$ cat src/rtl/omux_ft_writer_if.sv
// Producer-side omux handshake plus the FT2232 transmit pins of omux_ft_writer.
interface omux_ft_writer_if #(
  parameter int SRC_COUNT = 2
);
  logic [SRC_COUNT-1:0]   src_req_i;
  logic [8*SRC_COUNT-1:0] src_data_i;
  logic [SRC_COUNT-1:0]   src_sel_o;
  logic                   ntxe_i;
  logic                   wr_o;
  logic [7:0]             d_o;
  logic                   d_oe_o;
  logic                   si_o;
  logic                   busy_o;
  logic [31:0]            tx_count_o;

  modport slave (
    input  src_req_i, src_data_i, ntxe_i,
    output src_sel_o, wr_o, d_o, d_oe_o, si_o, busy_o, tx_count_o
  );

  modport master (
    output src_req_i, src_data_i, ntxe_i,
    input  src_sel_o, wr_o, d_o, d_oe_o, si_o, busy_o, tx_count_o
  );
endinterface

$ cat src/rtl/omux_ft_writer.sv
// Round-robin omux arbiter + byte FIFO + FT2232 async-FIFO write strobe engine.
// Optional send-immediate flush after an idle packet gap: OMUX_SI_FLUSH_EN.
module omux_ft_writer #(
  parameter int SRC_COUNT      = 2,
  parameter int FIFO_DEPTH     = 16,
  parameter int WR_CYCLES      = 3,
  parameter int RECOVER_CYCLES = 4,
  parameter int SI_IDLE        = 64
) (
  input  logic              clk_i,
  input  logic              reset_i,
  omux_ft_writer_if.slave   bus
);
  localparam int GW   = (SRC_COUNT > 1) ? $clog2(SRC_COUNT) : 1;
  localparam int AW   = $clog2(FIFO_DEPTH);
  localparam int RLEN = RECOVER_CYCLES + 2;
  localparam int CMAX = (WR_CYCLES > RLEN) ? WR_CYCLES : RLEN;
  localparam int CW   = $clog2(CMAX + 1);

  if (SRC_COUNT < 1 || SRC_COUNT > 8 || FIFO_DEPTH < 4 ||
      (FIFO_DEPTH & (FIFO_DEPTH - 1)) != 0 || WR_CYCLES < 1 ||
      RECOVER_CYCLES < 0 || SI_IDLE < 1) begin : g_bad_param
    $error("omux_ft_writer: illegal parameter value");
  end

  typedef enum logic [2:0] {IDLE, SETUP, STROBE, HOLD, RECOVER} st_t;

  // ---------------- arbiter ----------------
  logic [GW-1:0]        ptr, grant, pick, cand;
  logic [GW:0]          sum;
  logic                 grant_valid, pick_vld;
  logic [SRC_COUNT-1:0] sel;
  logic                 push, pop, empty, full;
  logic [7:0]           din, head;

  always_comb begin
    pick     = '0;
    pick_vld = 1'b0;
    sum      = '0;
    cand     = '0;
    // descending scan so the lowest rotated index is the last one written
    for (int i = SRC_COUNT - 1; i >= 0; i--) begin
      sum = {1'b0, ptr} + (GW+1)'(i);
      if (sum >= (GW+1)'(SRC_COUNT)) sum = sum - (GW+1)'(SRC_COUNT);
      cand = sum[GW-1:0];
      if (bus.src_req_i[cand]) begin
        pick     = cand;
        pick_vld = 1'b1;
      end
    end
  end

  always_ff @(posedge clk_i or posedge reset_i) begin
    if (reset_i) begin
      grant_valid <= 1'b0;
      grant       <= '0;
      ptr         <= '0;
    end else if (!grant_valid) begin
      if (pick_vld) begin
        grant_valid <= 1'b1;
        grant       <= pick;
      end
    end else if (!bus.src_req_i[grant]) begin
      grant_valid <= 1'b0;
      ptr         <= (grant == GW'(SRC_COUNT - 1)) ? '0 : grant + 1'b1;
    end
  end

  always_comb begin
    sel = '0;
    if (grant_valid && bus.src_req_i[grant] && !full) sel[grant] = 1'b1;
  end

  assign bus.src_sel_o = sel;
  assign push          = |sel;
  assign din           = bus.src_data_i[{grant, 3'b000} +: 8];

  // ---------------- FWFT byte FIFO ----------------
  logic [7:0] mem [FIFO_DEPTH];
  logic [AW:0] wp, rp;

  assign empty = (wp == rp);
  assign full  = (wp[AW] != rp[AW]) && (wp[AW-1:0] == rp[AW-1:0]);
  assign head  = mem[rp[AW-1:0]];

  always_ff @(posedge clk_i) begin
    if (push) mem[wp[AW-1:0]] <= din;
  end

  always_ff @(posedge clk_i or posedge reset_i) begin
    if (reset_i) begin
      wp <= '0;
      rp <= '0;
    end else begin
      if (push) wp <= wp + 1'b1;
      if (pop)  rp <= rp + 1'b1;
    end
  end

  // ---------------- TXE# synchronizer ----------------
  logic txe_m, txe_s;

  always_ff @(posedge clk_i or posedge reset_i) begin
    if (reset_i) begin
      txe_m <= 1'b1;
      txe_s <= 1'b1;
    end else begin
      txe_m <= bus.ntxe_i;
      txe_s <= txe_m;
    end
  end

  // ---------------- write FSM ----------------
  st_t         state, nxt;
  logic [CW-1:0] cnt, cnt_nxt;
  logic [7:0]  d_q;
  logic [31:0] tx_cnt;

  always_ff @(posedge clk_i or posedge reset_i) begin
    if (reset_i) begin
      state  <= IDLE;
      cnt    <= '0;
      d_q    <= '0;
      tx_cnt <= '0;
    end else begin
      state <= nxt;
      cnt   <= cnt_nxt;
      if (pop)            d_q    <= head;
      if (state == HOLD)  tx_cnt <= tx_cnt + 32'd1;
    end
  end

  // Recovery runs two extra cycles so a TXE# sample taken after the
  // recovery window has fully crossed the synchronizer before IDLE trusts it.
  always_comb begin
    nxt     = state;
    cnt_nxt = cnt;
    pop     = 1'b0;
    case (state)
      IDLE: if (!empty && !txe_s) begin
        pop = 1'b1;
        nxt = SETUP;
      end
      SETUP: begin
        nxt     = STROBE;
        cnt_nxt = CW'(WR_CYCLES - 1);
      end
      STROBE: begin
        if (cnt == '0) nxt = HOLD;
        else           cnt_nxt = cnt - 1'b1;
      end
      HOLD: begin
        nxt     = RECOVER;
        cnt_nxt = CW'(RLEN - 1);
      end
      RECOVER: begin
        if (cnt == '0) nxt = IDLE;
        else           cnt_nxt = cnt - 1'b1;
      end
      default: nxt = IDLE;
    endcase
  end

  assign bus.wr_o       = (state == STROBE);
  assign bus.d_oe_o     = (state == SETUP) || (state == STROBE) || (state == HOLD);
  assign bus.d_o        = d_q;
  assign bus.tx_count_o = tx_cnt;
  assign bus.busy_o     = grant_valid | ~empty | (state != IDLE);

  // ---------------- send-immediate flush ----------------
`ifdef OMUX_SI_FLUSH_EN
  localparam int SW = $clog2(SI_IDLE + 1);
  logic [SW-1:0] si_cnt;
  logic          si_armed, idle_now;
  logic [1:0]    si_pulse;

  assign idle_now = ~grant_valid & empty & (state == IDLE);

  always_ff @(posedge clk_i or posedge reset_i) begin
    if (reset_i) begin
      si_cnt   <= '0;
      si_armed <= 1'b0;
      si_pulse <= '0;
    end else begin
      if (si_pulse != 2'd0) si_pulse <= si_pulse - 2'd1;
      if (push) begin
        si_armed <= 1'b1;
        si_cnt   <= '0;
      end else if (si_armed && idle_now) begin
        if (si_cnt == SW'(SI_IDLE - 1)) begin
          si_armed <= 1'b0;
          si_cnt   <= '0;
          si_pulse <= 2'd2;
        end else begin
          si_cnt <= si_cnt + 1'b1;
        end
      end else begin
        si_cnt <= '0;
      end
    end
  end

  assign bus.si_o = (si_pulse == 2'd0);
`else
  assign bus.si_o = 1'b1;
`endif
endmodule
$ cat src/flat_wrapper.sv
// flat-port wrapper written by rule: the top's interface ports become plain ports
module omux_ft_writer_flat 
#(
  parameter int SRC_COUNT      = 2,
  parameter int FIFO_DEPTH     = 16,
  parameter int WR_CYCLES      = 3,
  parameter int RECOVER_CYCLES = 4,
  parameter int SI_IDLE        = 64
)
  (clk_i, reset_i, bus_src_req_i, bus_src_data_i, bus_ntxe_i, bus_src_sel_o, bus_wr_o, bus_d_o, bus_d_oe_o, bus_si_o, bus_busy_o, bus_tx_count_o);
  omux_ft_writer_if #(.SRC_COUNT(SRC_COUNT)) bus_i ();
  input  logic clk_i;
  input  logic reset_i;
  input wire logic [$bits(bus_i.src_req_i)-1:0] bus_src_req_i;
  input wire logic [$bits(bus_i.src_data_i)-1:0] bus_src_data_i;
  input wire logic [$bits(bus_i.ntxe_i)-1:0] bus_ntxe_i;
  output wire logic [$bits(bus_i.src_sel_o)-1:0] bus_src_sel_o;
  output wire logic [$bits(bus_i.wr_o)-1:0] bus_wr_o;
  output wire logic [$bits(bus_i.d_o)-1:0] bus_d_o;
  output wire logic [$bits(bus_i.d_oe_o)-1:0] bus_d_oe_o;
  output wire logic [$bits(bus_i.si_o)-1:0] bus_si_o;
  output wire logic [$bits(bus_i.busy_o)-1:0] bus_busy_o;
  output wire logic [$bits(bus_i.tx_count_o)-1:0] bus_tx_count_o;
  assign bus_i.src_req_i = bus_src_req_i;
  assign bus_i.src_data_i = bus_src_data_i;
  assign bus_i.ntxe_i = bus_ntxe_i;
  assign bus_src_sel_o = bus_i.src_sel_o;
  assign bus_wr_o = bus_i.wr_o;
  assign bus_d_o = bus_i.d_o;
  assign bus_d_oe_o = bus_i.d_oe_o;
  assign bus_si_o = bus_i.si_o;
  assign bus_busy_o = bus_i.busy_o;
  assign bus_tx_count_o = bus_i.tx_count_o;
  omux_ft_writer #(.SRC_COUNT(SRC_COUNT), .FIFO_DEPTH(FIFO_DEPTH), .WR_CYCLES(WR_CYCLES), .RECOVER_CYCLES(RECOVER_CYCLES), .SI_IDLE(SI_IDLE)) u_core (.clk_i(clk_i), .reset_i(reset_i), .bus(bus_i));
endmodule
$ cat config.mk
export PLATFORM = sky130hd
export DESIGN_NAME = omux_ft_writer_flat
export DESIGN_NICKNAME = d
export VERILOG_FILES = /design/src/rtl/omux_ft_writer_if.sv /design/src/rtl/omux_ft_writer.sv /design/src/flat_wrapper.sv
export SDC_FILE = /design/constraint.sdc
export NUM_CORES = 1
export LEC_CHECK = 0
export BUFFER_PORTS_ARGS = -buffer_cell sky130_fd_sc_hd__clkbuf_2
export CORE_MARGIN = 4
export CORE_UTILIZATION = 58
export CTS_CLUSTER_DIAMETER = 200
export DETAILED_ROUTE_END_ITERATION = 10
export PLACE_DENSITY = 0.78
export SLEW_MARGIN = 0
export SYNTH_ARGS = -nofsm -noshare
export SYNTH_HDL_FRONTEND = slang
export SYNTH_SLANG_ARGS = --single-unit
$ cat constraint.sdc
create_clock -name clk_i -period 5.6 [get_ports clk_i]
set_clock_uncertainty 0.2 [all_clocks]
set_input_delay 0.28 -clock clk_i [delete_from_list [all_inputs] [get_ports clk_i]]
set_output_delay 0.28 -clock clk_i [all_outputs]
set_load 0.02 [all_outputs]
# Word-level counts from Yosys, hierarchy flattened
# Memory sizes are Yosys's and may differ from the RTL's. A register that Yosys moved wholly into a read port is not among the register bits.
# Cells that the tools add are included.
[op_classes]
reduce_logical = 20
muxes = 29
magnitude_cmp = 6
n_shift = 1
n_addsub = 8
bitwise = 5
eq_ne = 11
[op_table]
columns = ["operator", "count"]
rows = [
  ["32-bit by 1-bit adder with 32-bit output, second input constant", 1],
  ["1-bit 2-to-1 mux", 21],
  ["16-bit by 5-bit variable part select with 8-bit output", 1],
  ["3-bit one-hot mux with 5 select lines", 1],
  ["3-bit 2-to-1 mux", 4],
  ["5-bit by 1-bit adder with 5-bit output, second input constant", 2],
  ["3-bit one-hot mux with 3 select lines", 1],
  ["3-bit by 2-bit equality test with 1-bit output, second input constant", 2],
  ["3-bit logical NOT", 2],
  ["1-bit by 2-bit less-than comparator with 1-bit output, second input constant", 3],
  ["2-bit by 1-bit inequality test with 1-bit output, second input constant", 3],
  ["2-bit AND reduction", 3],
  ["3-bit nonzero test", 2],
  ["5-bit equality test", 1],
  ["1-bit logical AND", 5],
  ["4-bit equality test", 1],
  ["2-bit OR reduction", 2],
  ["3-bit by 1-bit equality test with 1-bit output, second input constant", 1],
  ["3-bit equality test, second input constant", 1],
  ["1-bit logical NOT", 3],
  ["1-bit NOT", 3],
  ["3-bit AND reduction", 1],
  ["3-bit by 1-bit subtractor with 3-bit output, second input constant", 1],
  ["1-bit by 1-bit adder with 2-bit output, second input constant", 1],
  ["11 further kinds", 14],
]
[totals]
memories = 1
register_bits = 53
inputBits = 21
elab_cells = 91
mem_bits_rw = 128
[mem_list]
columns = ["name", "words", "word_bits", "rd", "rd_ports_with_merged_regs", "wr", "line", "source"]
rows = [
  ["u_core.mem", 16, 8, 1, 1, 1, "omux_ft_writer.sv:79", "logic [7:0] mem [FIFO_DEPTH];"],
]

# Depth between registers and ports, before layout
[depth]
ltp_word = 9
ltp_mapped = 7
ltp_nobuf = 6

# Worst setup path before layout
# Ideal clock, no wire load.
[synth_path]
path_type = "flip-flop to flip-flop"
startpoint = "register u_core.rp[4]"
endpoint = "memory u_core.mem[3][0], enable pin"
setup_ps = 383
n_path_buf = 0
period_less_slack_ps = 2257
required_ps = 5017
path_slack_ps = 3343
stages_incl_launch_ff = 4
arrival_time_ps = 1674
cell_sequence = "dfrtp_1 > xnor2_1 > o211ai_1 > nor3_1"
[synth_between]
elab_chain_len = 8
[synth_lines]
columns = ["element", "line", "source"]
rows = [
  ["start, declared", "omux_ft_writer.sv:80", "logic [AW:0] wp, rp;"],
  ["start signal, assigned", "omux_ft_writer.sv:96", "if (pop) rp <= rp + 1'b1;"],
  ["1-bit inequality test", "omux_ft_writer.sv:83", "assign full = (wp[AW] != rp[AW]) && (wp[AW-1:0] == rp[AW-1:0]);"],
  ["1-bit logical AND", "omux_ft_writer.sv:83", ""],
  ["1-bit logical NOT", "omux_ft_writer.sv:71", "if (grant_valid && bus.src_req_i[grant] && !full) sel[grant] = 1'b1;"],
  ["1-bit logical AND", "omux_ft_writer.sv:71", ""],
  ["2-bit 2-to-1 mux", "omux_ft_writer.sv:71", ""],
  ["2-bit OR reduction", "omux_ft_writer.sv:75", "assign push = |sel;"],
  ["1-bit 2-to-1 mux", "omux_ft_writer.sv:87", "if (push) mem[wp[AW-1:0]] <= din;"],
  ["1-bit 2-to-1 mux (implied by the code)", "omux_ft_writer.sv:87", ""],
  ["end, declared", "omux_ft_writer.sv:79", ""],
]
# Every way passes these cells.

# Worst setup path after layout
[layout_path]
startpoint = "register u_core.rp[2]"
endpoint = "output port bus_src_sel_o[0]"
[layout_between]
elab_chain_len = 5
[layout_lines]
columns = ["element", "line", "source"]
rows = [
  ["4-bit equality test", "omux_ft_writer.sv:83", ""],
  ["1-bit logical AND", "omux_ft_writer.sv:83", ""],
  ["1-bit logical NOT", "omux_ft_writer.sv:71", ""],
  ["1-bit logical AND", "omux_ft_writer.sv:71", ""],
  ["2-bit 2-to-1 mux", "omux_ft_writer.sv:71", ""],
  ["end, declared", "flat_wrapper.sv:17", "output wire logic [$bits(bus_i.src_sel_o)-1:0] bus_src_sel_o;"],
]
# Every way passes these cells.

==> impl_metrics.toml <==
[status]
status = "finished, final reports clean"

[yosys]
netlist.area_leader.share_pct = 47.0
synth-seq-cells = 189
synth_mux_area_share_pct = 12.7
synth-compound-area-share_pct = 4.23
seq_area_frac_synth_pct = 65.6
synth.net_count = 552
synth_fa_ha_area_share_pct = 1.22
yosys.area_share.xor_xnor_pct = 5.03
yosysTopAreaCell = "edfxtp_1"
synth_simple_gate_area_share_pct = 8.19
synth_cells = 523
yosys_warnings = 0
async_reset_ff_share_pct = 32.3
yosysMostFrequentCell = "edfxtp_1"
synthTopCellsByArea = "edfxtp_1, dfrtp_1, mux4_2, mux2_2, xnor2_1"
ys.flop_type = "edfxtp_1"
synth_top_family_by_area = "multiplexers"
yosys-top-cells-count = "edfxtp_1, dfrtp_1, xnor2_1"
avgSynthCellArea_um2 = 15.6
syn_area_um2 = 8180
synth_edf_count = 128
yosys.cell_types.count = 54

[sta]
slew_viol_final = 0
fin_crit_sh_pct = 66.3
worst_pin_slew_ns = 1.21
setup_violations = 0
fmax_ghz = 0.269
relSlewSlack_pct = 19.6
hold_violations = 0
period_minus_slack_ns = 3.72
rsz0062_at_grt = "no"
hold_ws_ns = 0.158
fin_setup_tns_ns = 0

[cts]
clk_pin_slew_worst_paths_ns = 0.06
clk_latency_ns = 0.43
cts_tree = "built"
htreeDepth = 4
numCtsBuffers = 17
clk_path_buf_depth = 2
cts.sinks = 189
cts-root-buf = "clkbuf_16"
cts_setup_buffers = 0

[job]
cap_viol_max_count = 0

[critical_path]
reg2reg_to = "u_core.mem[0][7]"
worstPathArrival_ns = 3.24
r2r-start = "u_core.rp[2]"
critPathKind = "flop to primary output"
worstPathRequired_ns = 5.12
rrSetupSlack_ns = 2.11
end_kind = "primary output"
r2r_cells = 4
startpoint_type = "flop"
path_max_fanout = 30

[drt]
drt_wl_total_mm = 17.4
wl_per_cell_um = 22.3
antenna_left = 0
drtIter0Drc = 535
vias = 4882
drc = 0
vias_per_cell = 6.24
drt-pass1-iter-count = 5

[grt]
antenna_found_initial = 0
grt_pass1_wl_mm = 27.6
grt_pass1_vias = 4858
grt_usage_pct = 22.9
gr-total-overflow = 0
grt_max_degree = 62

[placement]
place_hpwl_mm = 11.4
io_buffers = 65
routabilityCongestion = 0.903

[final_layout]
drive_gt1_share_pct = 25.9
antennaDiodeCount = 0
fin_nets = 618
syn_to_final_growth_pct = 12.7
final_util_pct = 66.7

[floorplanning]
core_um2 = 13800
initial_core_util_pct = 59.2
ios = 67
placement_rows = 43
die-area_um2 = 16100
die_y_um = 127
die_w_um = 127

[hold_path]
hold_path_end = "u_core.txe_s"
hp-start = "u_core.txe_m"
hold_path.class = "flop to flop"
min_path_cells = 0

[power]
internal_power_mw = 3.10
p_per_area_nw_per_um2 = 506
p_leak_nw = 3.50
clockPowerShare_pct = 26.4
seqPwrFrac_pct = 43.0
switchingPower_mw = 1.57
max-vdd-ir-drop_uv = 315
switching_share_pct = 33.6
comb_power_share_pct = 30.6
power.total_mw = 4.67
[worst max path at each step]
stage	startpoint	endpoint	slack [ns]	cells past startpoint
global route	u_core.rp[2]	bus_src_sel_o[0]	1.80	5
detailed placement	u_core.rp[2]	u_core.mem[2][4]	2.27	4
floorplan	u_core.rp[4]	u_core.mem[3][0]	3.34	3
global placement	u_core.rp[2]	u_core.mem[2][3]	2.38	4
finish	u_core.rp[2]	bus_src_sel_o[0]	1.88	5
CTS	u_core.rp[2]	bus_src_sel_o[0]	1.96	5
[worst max-delay path, stage by stage, from the launching register on]
cell and delay (ns):
dfrtp_1 1.14, xnor2_1 0.23, and4_1 0.36, a21oi_2 0.67, nor2b_1 0.22, clkbuf_2 0.18
[power by group through the flow]
stage / logic [mW] / registers [mW] / clock network (mW)
2_1_floorplan: 1.15 / 1.93 / 0
3_3_place_gp: 1.38 / 2.01 / 0
3_5_place_dp: 1.41 / 2.03 / 0
4_1_cts: 1.43 / 2.00 / 1.25
5_1_grt: 1.54 / 2.03 / 1.32
6_report: 1.43 / 2.01 / 1.23
[per-layer routing]
layer	GRT usage (%)	share of wire [%]	up-vias
met3	5.89	8.5	25
li1	-	-	2144
met5	0	0	-
met2	36.2	49	252
met4	6.56	1.5	0
met1	32.1	41	2461
[repair_timing]
| action | CTS | global route |
|---|---|---|
| resized for setup | 0 | 0 |
| hold buffers | 5 | 0 |
| endpoints found under the hold margin | 63 | 0 |
[cell usage in the layout, fill, tap and decap left out, drive strengths merged, types with 6 or more instances in the layout]
master and instances:
mux2i 9, inv 19, ha 8, xnor2 39
xor2 8, o21ai 13, edfxtp 128, nand3 18
and3 16, clkinv 6, nor2 11, clkbuf 83
o22ai 16, nand2 17, nand4 16, mux2 34
mux4 24, nor2b 7, dfrtp 59, a21oi 7
[stage by stage]
step | instance area, um^2 | std cells | worst slack (ns)
4_1_cts | 9230 | 782 | 1.96
2_1_floorplan | 8180 | 523 | 3.34
5_1_grt | 9230 | 782 | 1.80
6_report | 9230 | 782 | 1.88
3_5_place_dp | 8570 | 745 | 2.27
3_3_place_gp | 8570 | 745 | 2.38
[cell families (layout without fill, tap and decap cells)]
group / after synthesis / after routing
DFF: 189 / 189
AOI/OAI and AO/OA: 53 / 53
and+or+nand+nor: 118 / 118
adders and majority gates: 8 / 8
buffers and inverters: 40 / 119
xor gates and xnor gates: 47 / 47
muxes: 67 / 67
other: 1 / 1
[layout make-up]
type,count,area (um^2)
Sequential cell,189,5370
Fill cell,928,4600
Multi-Input combinational cell,294,2570
Clock buffer,18,429
Timing Repair Buffer,73,398
Tap cell,180,225
Clock inverter,14,179
Inverter,14,52.6
[state kept, by name, indices dropped and copies added (netlist names), 3 cells and up]
name,cells
u_core.bus.d_o,8
u_core.state,3
u_core.wp,5
u_core.mem,128
u_core.rp,5
u_core.cnt,3
u_core.bus.tx_count_o,32
Power figures use the tool's default switching activity.
